==> config.mk <==
export PLATFORM = sky130hd
export DESIGN_NAME = entropy_decode_ac_level_coefficients
export DESIGN_NICKNAME = d
export VERILOG_FILES = /design/src/rtl/entropy_decode_ac_level_coefficients.sv
export SDC_FILE = /design/constraint.sdc
export NUM_CORES = 1
export LEC_CHECK = 0
export ABC_AREA = 1
export CAP_MARGIN = 10
export CORE_ASPECT_RATIO = 1.5
export CORE_MARGIN = 2
export CORE_UTILIZATION = 45
export CTS_CLUSTER_SIZE = 12
export DETAILED_ROUTE_END_ITERATION = 16
export DONT_BUFFER_PORTS = 1
export SLEW_MARGIN = 20
export SYNTH_ARGS = -nofsm -noshare
export SYNTH_HDL_FRONTEND = slang
export SYNTH_SLANG_ARGS = --single-unit
==> constraint.sdc <==
create_clock -name clk -period 8.3 [get_ports clk]
set_input_delay 1.245 -clock clk [delete_from_list [all_inputs] [get_ports clk]]
set_output_delay 1.245 -clock clk [all_outputs]
set_load 0.05 [all_outputs]
==> src/rtl/entropy_decode_ac_level_coefficients.sv <==
// rtl/entropy_decode_ac_level_coefficients.sv - ProRes AC level VLC decoder with adaptive codebook
module entropy_decode_ac_level_coefficients #(
    parameter int WINDOW = 48,
    parameter int LEN_W  = 6
) (
    input  logic                clk,
    input  logic                reset_n,
    input  logic [WINDOW-1:0]   in_window,
    input  logic                block_start,
    input  logic                in_valid,
    output logic                in_ready,
    output logic signed [31:0]  out_level,
    output logic [LEN_W-1:0]    out_length,
    output logic                out_error,
    output logic                out_valid,
    input  logic                out_ready
);

    localparam int ZW = $clog2(WINDOW + 1);
    localparam int LW = ZW + 2;

    typedef enum logic [1:0] {S_IDLE, S_LZC, S_DEC, S_OUT} state_t;

    state_t              state_q, state_d;
    logic [WINDOW-1:0]   win_q, win_d;
    logic                bs_q, bs_d;
    logic [3:0]          prev_q, prev_d;
    logic [ZW-1:0]       z_q, z_d;
    logic [31:0]         n_q, n_d;
    logic [LW-1:0]       len_q, len_d;
    logic                err_q, err_d;
    logic signed [31:0]  out_level_q, out_level_d;
    logic [LEN_W-1:0]    out_length_q, out_length_d;
    logic                out_error_q, out_error_d;
    logic                out_valid_q, out_valid_d;

    logic [3:0]          p;
    logic [1:0]          t_cb, k_cb;
    logic [LW-1:0]       z_ext, t_ext, k_ext, w, amt, dec_len;
    logic [WINDOW-1:0]   shifted, sgn_mask;
    logic [31:0]         m, dec_n, mag;
    logic                dec_err, sgn;

    function automatic logic [ZW-1:0] lzc(input logic [WINDOW-1:0] v);
        lzc = ZW'(WINDOW);
        for (int i = 0; i < WINDOW; i++) begin
            if (v[i]) lzc = ZW'(WINDOW - 1 - i);
        end
    endfunction

    always_comb begin
        state_d      = state_q;
        win_d        = win_q;
        bs_d         = bs_q;
        prev_d       = prev_q;
        z_d          = z_q;
        n_d          = n_q;
        len_d        = len_q;
        err_d        = err_q;
        out_level_d  = out_level_q;
        out_length_d = out_length_q;
        out_error_d  = out_error_q;
        out_valid_d  = out_valid_q;

        p = bs_q ? 4'd1 : prev_q;
        case (p)
            4'd0:                      begin t_cb = 2'd3; k_cb = 2'd2; end
            4'd1:                      begin t_cb = 2'd2; k_cb = 2'd1; end
            4'd2:                      begin t_cb = 2'd3; k_cb = 2'd1; end
            4'd3:                      begin t_cb = 2'd0; k_cb = 2'd0; end
            4'd4, 4'd5, 4'd6, 4'd7:    begin t_cb = 2'd0; k_cb = 2'd1; end
            default:                   begin t_cb = 2'd0; k_cb = 2'd2; end
        endcase

        z_ext   = LW'(z_q);
        t_ext   = LW'(t_cb);
        k_ext   = LW'(k_cb);
        w       = z_ext - t_ext + k_ext;
        // Left-align the leading one, then keep the top w+1 bits as the exp-Golomb value m.
        shifted = win_q << z_q;
        amt     = (w < LW'(WINDOW)) ? (LW'(WINDOW - 1) - w) : '0;
        m       = 32'(shifted >> amt);
        if (z_ext < t_ext) begin
            dec_n   = 32'(z_q);
            dec_len = z_ext + LW'(1);
        end else begin
            dec_n   = 32'(t_cb) + m - (32'd1 << k_cb);
            dec_len = z_ext + w + LW'(1);
        end
        dec_err = (z_q == ZW'(WINDOW)) || (dec_len >= LW'(WINDOW));

        sgn_mask = {1'b1, {(WINDOW-1){1'b0}}} >> len_q;
        sgn      = |(win_q & sgn_mask);
        mag      = n_q + 32'd1;

        case (state_q)
            S_IDLE: begin
                if (in_valid) begin
                    win_d   = in_window;
                    bs_d    = block_start;
                    state_d = S_LZC;
                end
            end
            S_LZC: begin
                z_d     = lzc(win_q);
                state_d = S_DEC;
            end
            S_DEC: begin
                n_d     = dec_n;
                len_d   = dec_len;
                err_d   = dec_err;
                // Only the >=8 class matters for codebook choice, so saturate the history.
                if (!dec_err) prev_d = (dec_n >= 32'd8) ? 4'd8 : dec_n[3:0];
                state_d = S_OUT;
            end
            S_OUT: begin
                if (!out_valid_q) begin
                    out_valid_d  = 1'b1;
                    out_error_d  = err_q;
                    out_level_d  = err_q ? 32'sd0 : (sgn ? -$signed(mag) : $signed(mag));
                    out_length_d = err_q ? '0 : LEN_W'(len_q + LW'(1));
                end else if (out_ready) begin
                    out_valid_d = 1'b0;
                    state_d     = S_IDLE;
                end
            end
            default: state_d = S_IDLE;
        endcase
    end

    always_ff @(posedge clk or negedge reset_n) begin
        if (!reset_n) begin
            state_q      <= S_IDLE;
            win_q        <= '0;
            bs_q         <= 1'b0;
            prev_q       <= 4'd1;
            z_q          <= '0;
            n_q          <= '0;
            len_q        <= '0;
            err_q        <= 1'b0;
            out_level_q  <= '0;
            out_length_q <= '0;
            out_error_q  <= 1'b0;
            out_valid_q  <= 1'b0;
        end else begin
            state_q      <= state_d;
            win_q        <= win_d;
            bs_q         <= bs_d;
            prev_q       <= prev_d;
            z_q          <= z_d;
            n_q          <= n_d;
            len_q        <= len_d;
            err_q        <= err_d;
            out_level_q  <= out_level_d;
            out_length_q <= out_length_d;
            out_error_q  <= out_error_d;
            out_valid_q  <= out_valid_d;
        end
    end

    assign in_ready   = (state_q == S_IDLE);
    assign out_level  = out_level_q;
    assign out_length = out_length_q;
    assign out_error  = out_error_q;
    assign out_valid  = out_valid_q;

endmodule

==> qor.log, run 1 <==
[drt] number of routed nets with antenna violations 0
[grt] maximum number of pins on one net before global-route repair 143
[grt] vias in the first global route 17,020
[logic_synthesis] area share of the largest cell type after synthesis 0.2339
[setup_path] capturing point of the worst reg2reg path prev_q[1]$_DFFE_PN0P_
[grt] sum of overflow across all layers after global routing 0
[placed_design] count of input and output buffers 0
[clock_tree] worst skew pair latency 0.44 ns
[grt] met3 global-route usage 0.03932
[timing] Slew Limit Fails 0
[grt] met1 usage in global routing 0.3341
[timing] Max Clock Freq 115.8 MHz
[drt] aggregate routed wire length 60,470 µm
[logic_synthesis] Syn Inst Count 2,499
[cells_and_area] fraction of layout cells with a size suffix above 1 0.1935
[drt] DRC violations left 0
[placed_design] detailed placer's ending HPWL 46,710 µm
[clock_tree] clock-pin slew of the registers on the worst-case setup and hold paths 0.06 ns
[floorplan] Starting Density 0.4537
[timing] Final Hold Fails 0
[floorplan] floorplan die height 228.2 µm
[grt] first-pass GRT wire length 92,030 µm
[grt] initial antenna violation count 1
[grt] met2 Resource Use GR 0.6402
[floorplan] total I/O pin count 94
[logic_synthesis] most instantiated flip-flop cell in the synthesis netlist dfrtp_1
[setup_path] Required @ worst endpoint 8.63 ns
[drt] detailed-route wire length per cell 19.36 µm
[cells_and_area] NumNets Final 2,803
[timing] transition at the pin with the smallest max-transition slack 0.9316 ns
[setup_path] beginning of the worst register-to-register path bs_q$_DFFE_PN0P_
[floorplan] area of the die 0.03503 mm²
[logic_synthesis] async set-reset flop share out of synthesis 1.000
[logic_synthesis] synth warn 0
[logic_synthesis] Netlist cell types 64
[logic_synthesis] number of enable-type register cells in the synthesized netlist 0
[clock_tree] Root Buffer Master clkbuf_16
[floorplan] Die Span X 153.5 µm
[clock_tree] H-tree depth reported by CTS 4
[timing] shortest clock period the worst path allows after layout 8.636 ns
[timing] portion of the clock cycle consumed by the worst path in the final layout 1.040
[logic_synthesis] library cell with the largest summed area after synthesis dfrtp_1
[setup_path] cell mode on critical path buf_4
[clock_tree] TritonCTS clock tree yes
[setup_path] Startpoint Class flop
[clock_tree] hold-fix buffers at CTS 0
[logic_synthesis] Avg Synthesized Cell Area 6.035 µm²
[clock_tree] total clock buffers created by CTS 17
[setup_path] category of the worst setup path capture point flop
[drt] drt first-iter violations 1,264
[drt] routed via count divided by cell count 5.614
[grt] total global routing track utilization 0.3330
[job] number of max-capacitance violations reported 0
[run_status] status complete, but fails checks
[setup_path] library cell contributing the largest single delay on the critical path fa_2
[timing] relative slew slack 0.3790
[setup_path] FF-to-FF path depth 61
[logic_synthesis] share of synthesized area occupied by flip-flops and latches 0.2357
[hold_path] class of the tightest hold or removal check input port to asynchronous set/reset pin
[timing] setup repair after global routing missed its margin true
[cells_and_area] fraction of the core area covered by cells at the end of the flow 0.5646
[clock_tree] clk sink count 142
[grt] global route hottest layer met2
[placed_design] placer congestion estimate 1.032
[logic_synthesis] cell types occupying the most area after synthesis dfrtp_1 (23%), nand2_1 (18%), o21ai_0 (12%)
[floorplan] row cnt 82
[run_status] violated checks negative setup slack
[timing] minimum setup slack in the final design -0.3357 ns
[setup_path] Setup Crit Path Kind flop to flop
[timing] post-route clock skew 0.01337 ns
[timing] number of endpoints failing setup at the final stage 5
[drt] via total after detailed routing 17,540
[logic_synthesis] Post-Syn Nets 2,612
[floorplan] core footprint 0.03324 mm²
[clock_tree] deepest clock path buffer count 2
[timing] total negative slack for setup checks -1.298 ns
[setup_path] Register-to-Register Setup Slack -0.34 ns
[setup_path] delay of the slowest cell on the worst path 0.60 ns
[logic_synthesis] synthesized area 0.01508 mm²
[setup_path] critical path data arrival time 8.97 ns
[cells_and_area] P&R area growth vs syn 24.45%
[drt] Detailed Routing Iterations Pass 1 8
[setup_path] maximum fanout count along the critical path 7
[logic_synthesis] Seq cells post-synth 142
-- worst max-delay path by stage --
| stage | from | endpoint | slack, ns |
|---|---|---|---|
| 6_report | bs_q$_DFFE_PN0P_ | prev_q[1]$_DFFE_PN0P_ | -0.34 |
| 5_1_grt | bs_q$_DFFE_PN0P_ | prev_q[1]$_DFFE_PN0P_ | -0.71 |
| 4_1_cts | bs_q$_DFFE_PN0P_ | prev_q[1]$_DFFE_PN0P_ | -0.05 |
| 3_5_place_dp | prev_q[0]$_DFFE_PN1P_ | prev_q[3]$_DFFE_PN0P_ | -0.65 |
| 3_3_place_gp | prev_q[0]$_DFFE_PN1P_ | prev_q[0]$_DFFE_PN1P_ | -0.45 |
| 2_1_floorplan | z_q[0]$_DFFE_PN0N_ | prev_q[3]$_DFFE_PN0P_ | 0.02 |
-- metal layers --
metal / vias up / wire length, µm
met4: 0 / 4575
met5: - / 0
met2: 512 / 32330
met3: 208 / 2025
met1: 8162 / 21540
li1: 8657 / -
-- sequential cells by signal, summed over array words and instances (netlist names) --
signal	flops
n_q	32
state_q	2
out_level	32
z_q	6
len_q	8
win_q	48
out_valid	1
prev_q	4
err_q	1
out_error	1
out_length	6
bs_q	1
-- cell families (layout without fill, tap and decap cells) --
logic type / count (synthesis) / count (layout) / share of synthesized area
multiplexers: 35 / 35 / 0.02331
flip-flops: 142 / 142 / 0.2357
buffers and inverters: 378 / 582 / 0.09540
adder cells (fa/ha/maj): 60 / 60 / 0.05227
other: 0 / 1 / 0
XOR/XNOR: 60 / 60 / 0.03584
AND/OR/NAND/NOR: 1179 / 1179 / 0.3210
AO/OA/AOI/OAI: 645 / 645 / 0.2365
-- stage by stage --
step	instance area (µm²)	std cells	hold slack (ns)	worst slack, ns
2_1_floorplan	15120	2499	0.4483	0.01718
3_3_place_gp	16650	2976	0.4668	-0.4456
3_5_place_dp	16650	2976	0.4609	-0.6453
4_1_cts	18250	3097	0.4746	-0.04693
5_1_grt	18770	3124	0.4708	-0.7107
6_report	18770	3124	0.4911	-0.3357
-- cell usage in the layout (no fill, tap or decap), types with 30 or more instances in the layout --
cell | Yosys | layout
nand2_1 | 704 | 688
o21ai_0 | 357 | 298
buf_4 | 2 | 274
nor2_1 | 273 | 263
inv_1 | 234 | 224
dfrtp_1 | 141 | 140
a21oi_1 | 144 | 134
nand3_1 | 79 | 73
ha_1 | 55 | 48
nor3_1 | 44 | 42
o21ai_2 | 1 | 41
xor2_1 | 42 | 41
o21ai_1 | 21 | 35
mux2i_1 | 34 | 30
-- critical path: cells and delay by family (launching register included) --
family          cells  cell delay (ns)
compound gates     10             1.26
flops               1             0.41
xor+xnor            1             0.21
fa+ha+maj           6             2.02
simple gates       20             1.98
buf+inv            24             2.61
-- repair_timing --
item	4_1_cts	5_1_grt
setup buffers	89	28
pin swaps	38	75
gates cloned	3	1
endpoints found under the setup margin	11	19
gates resized for setup	111	108
-- cell type report --
class | count | area [µm²]
Timing Repair inverter | 2 | 17.52
Fill cell | 3342 | 14470
Tap cell | 420 | 525.5
Multi-Input combinational cell | 1979 | 10690
Clock buffer | 19 | 442.9
Clock inverter | 13 | 131.4
Antenna cell | 1 | 2.502
Sequential cell | 142 | 3556
Timing Repair Buffer | 300 | 2465
Inverter | 248 | 943.4
-- synthesized netlist by cell type, types with 7 or more instances --
master      n
inv_1     234
o31ai_1     8
clkbuf_1  101
o211ai_1   16
inv_2       8
xnor2_1    16
o21ai_1    21
nand4_1    22
nand2_1   704
nand3_1    79
o22ai_1    12
mux2i_1    34
or2_2      22
nor2_1    273
buf_1      22
dfrtp_1   141
a21oi_1   144
o21ai_0   357
nor4_1     10
a32o_1      7
a31oi_1    22
ha_1       55
o21a_1     11
nor3_1     44
xor2_1     42
Power of run 1 is not shown: default switching activity piles up to over one toggle a cycle in this logic, so the estimate is an artifact.
==> inputs of run 2 (changes only) <==
==> constraint.sdc (replaced) <==
create_clock -name clk -period 8.3 [get_ports clk]
set_input_delay 2.49 -clock clk [delete_from_list [all_inputs] [get_ports clk]]
set_output_delay 2.49 -clock clk [all_outputs]
set_load 0.05 [all_outputs]
==> results of run 2 <==
The final DEF is identical to that of run 1. Status: complete, but fails checks: negative setup slack.
Power of run 2 is left out for the same reason.
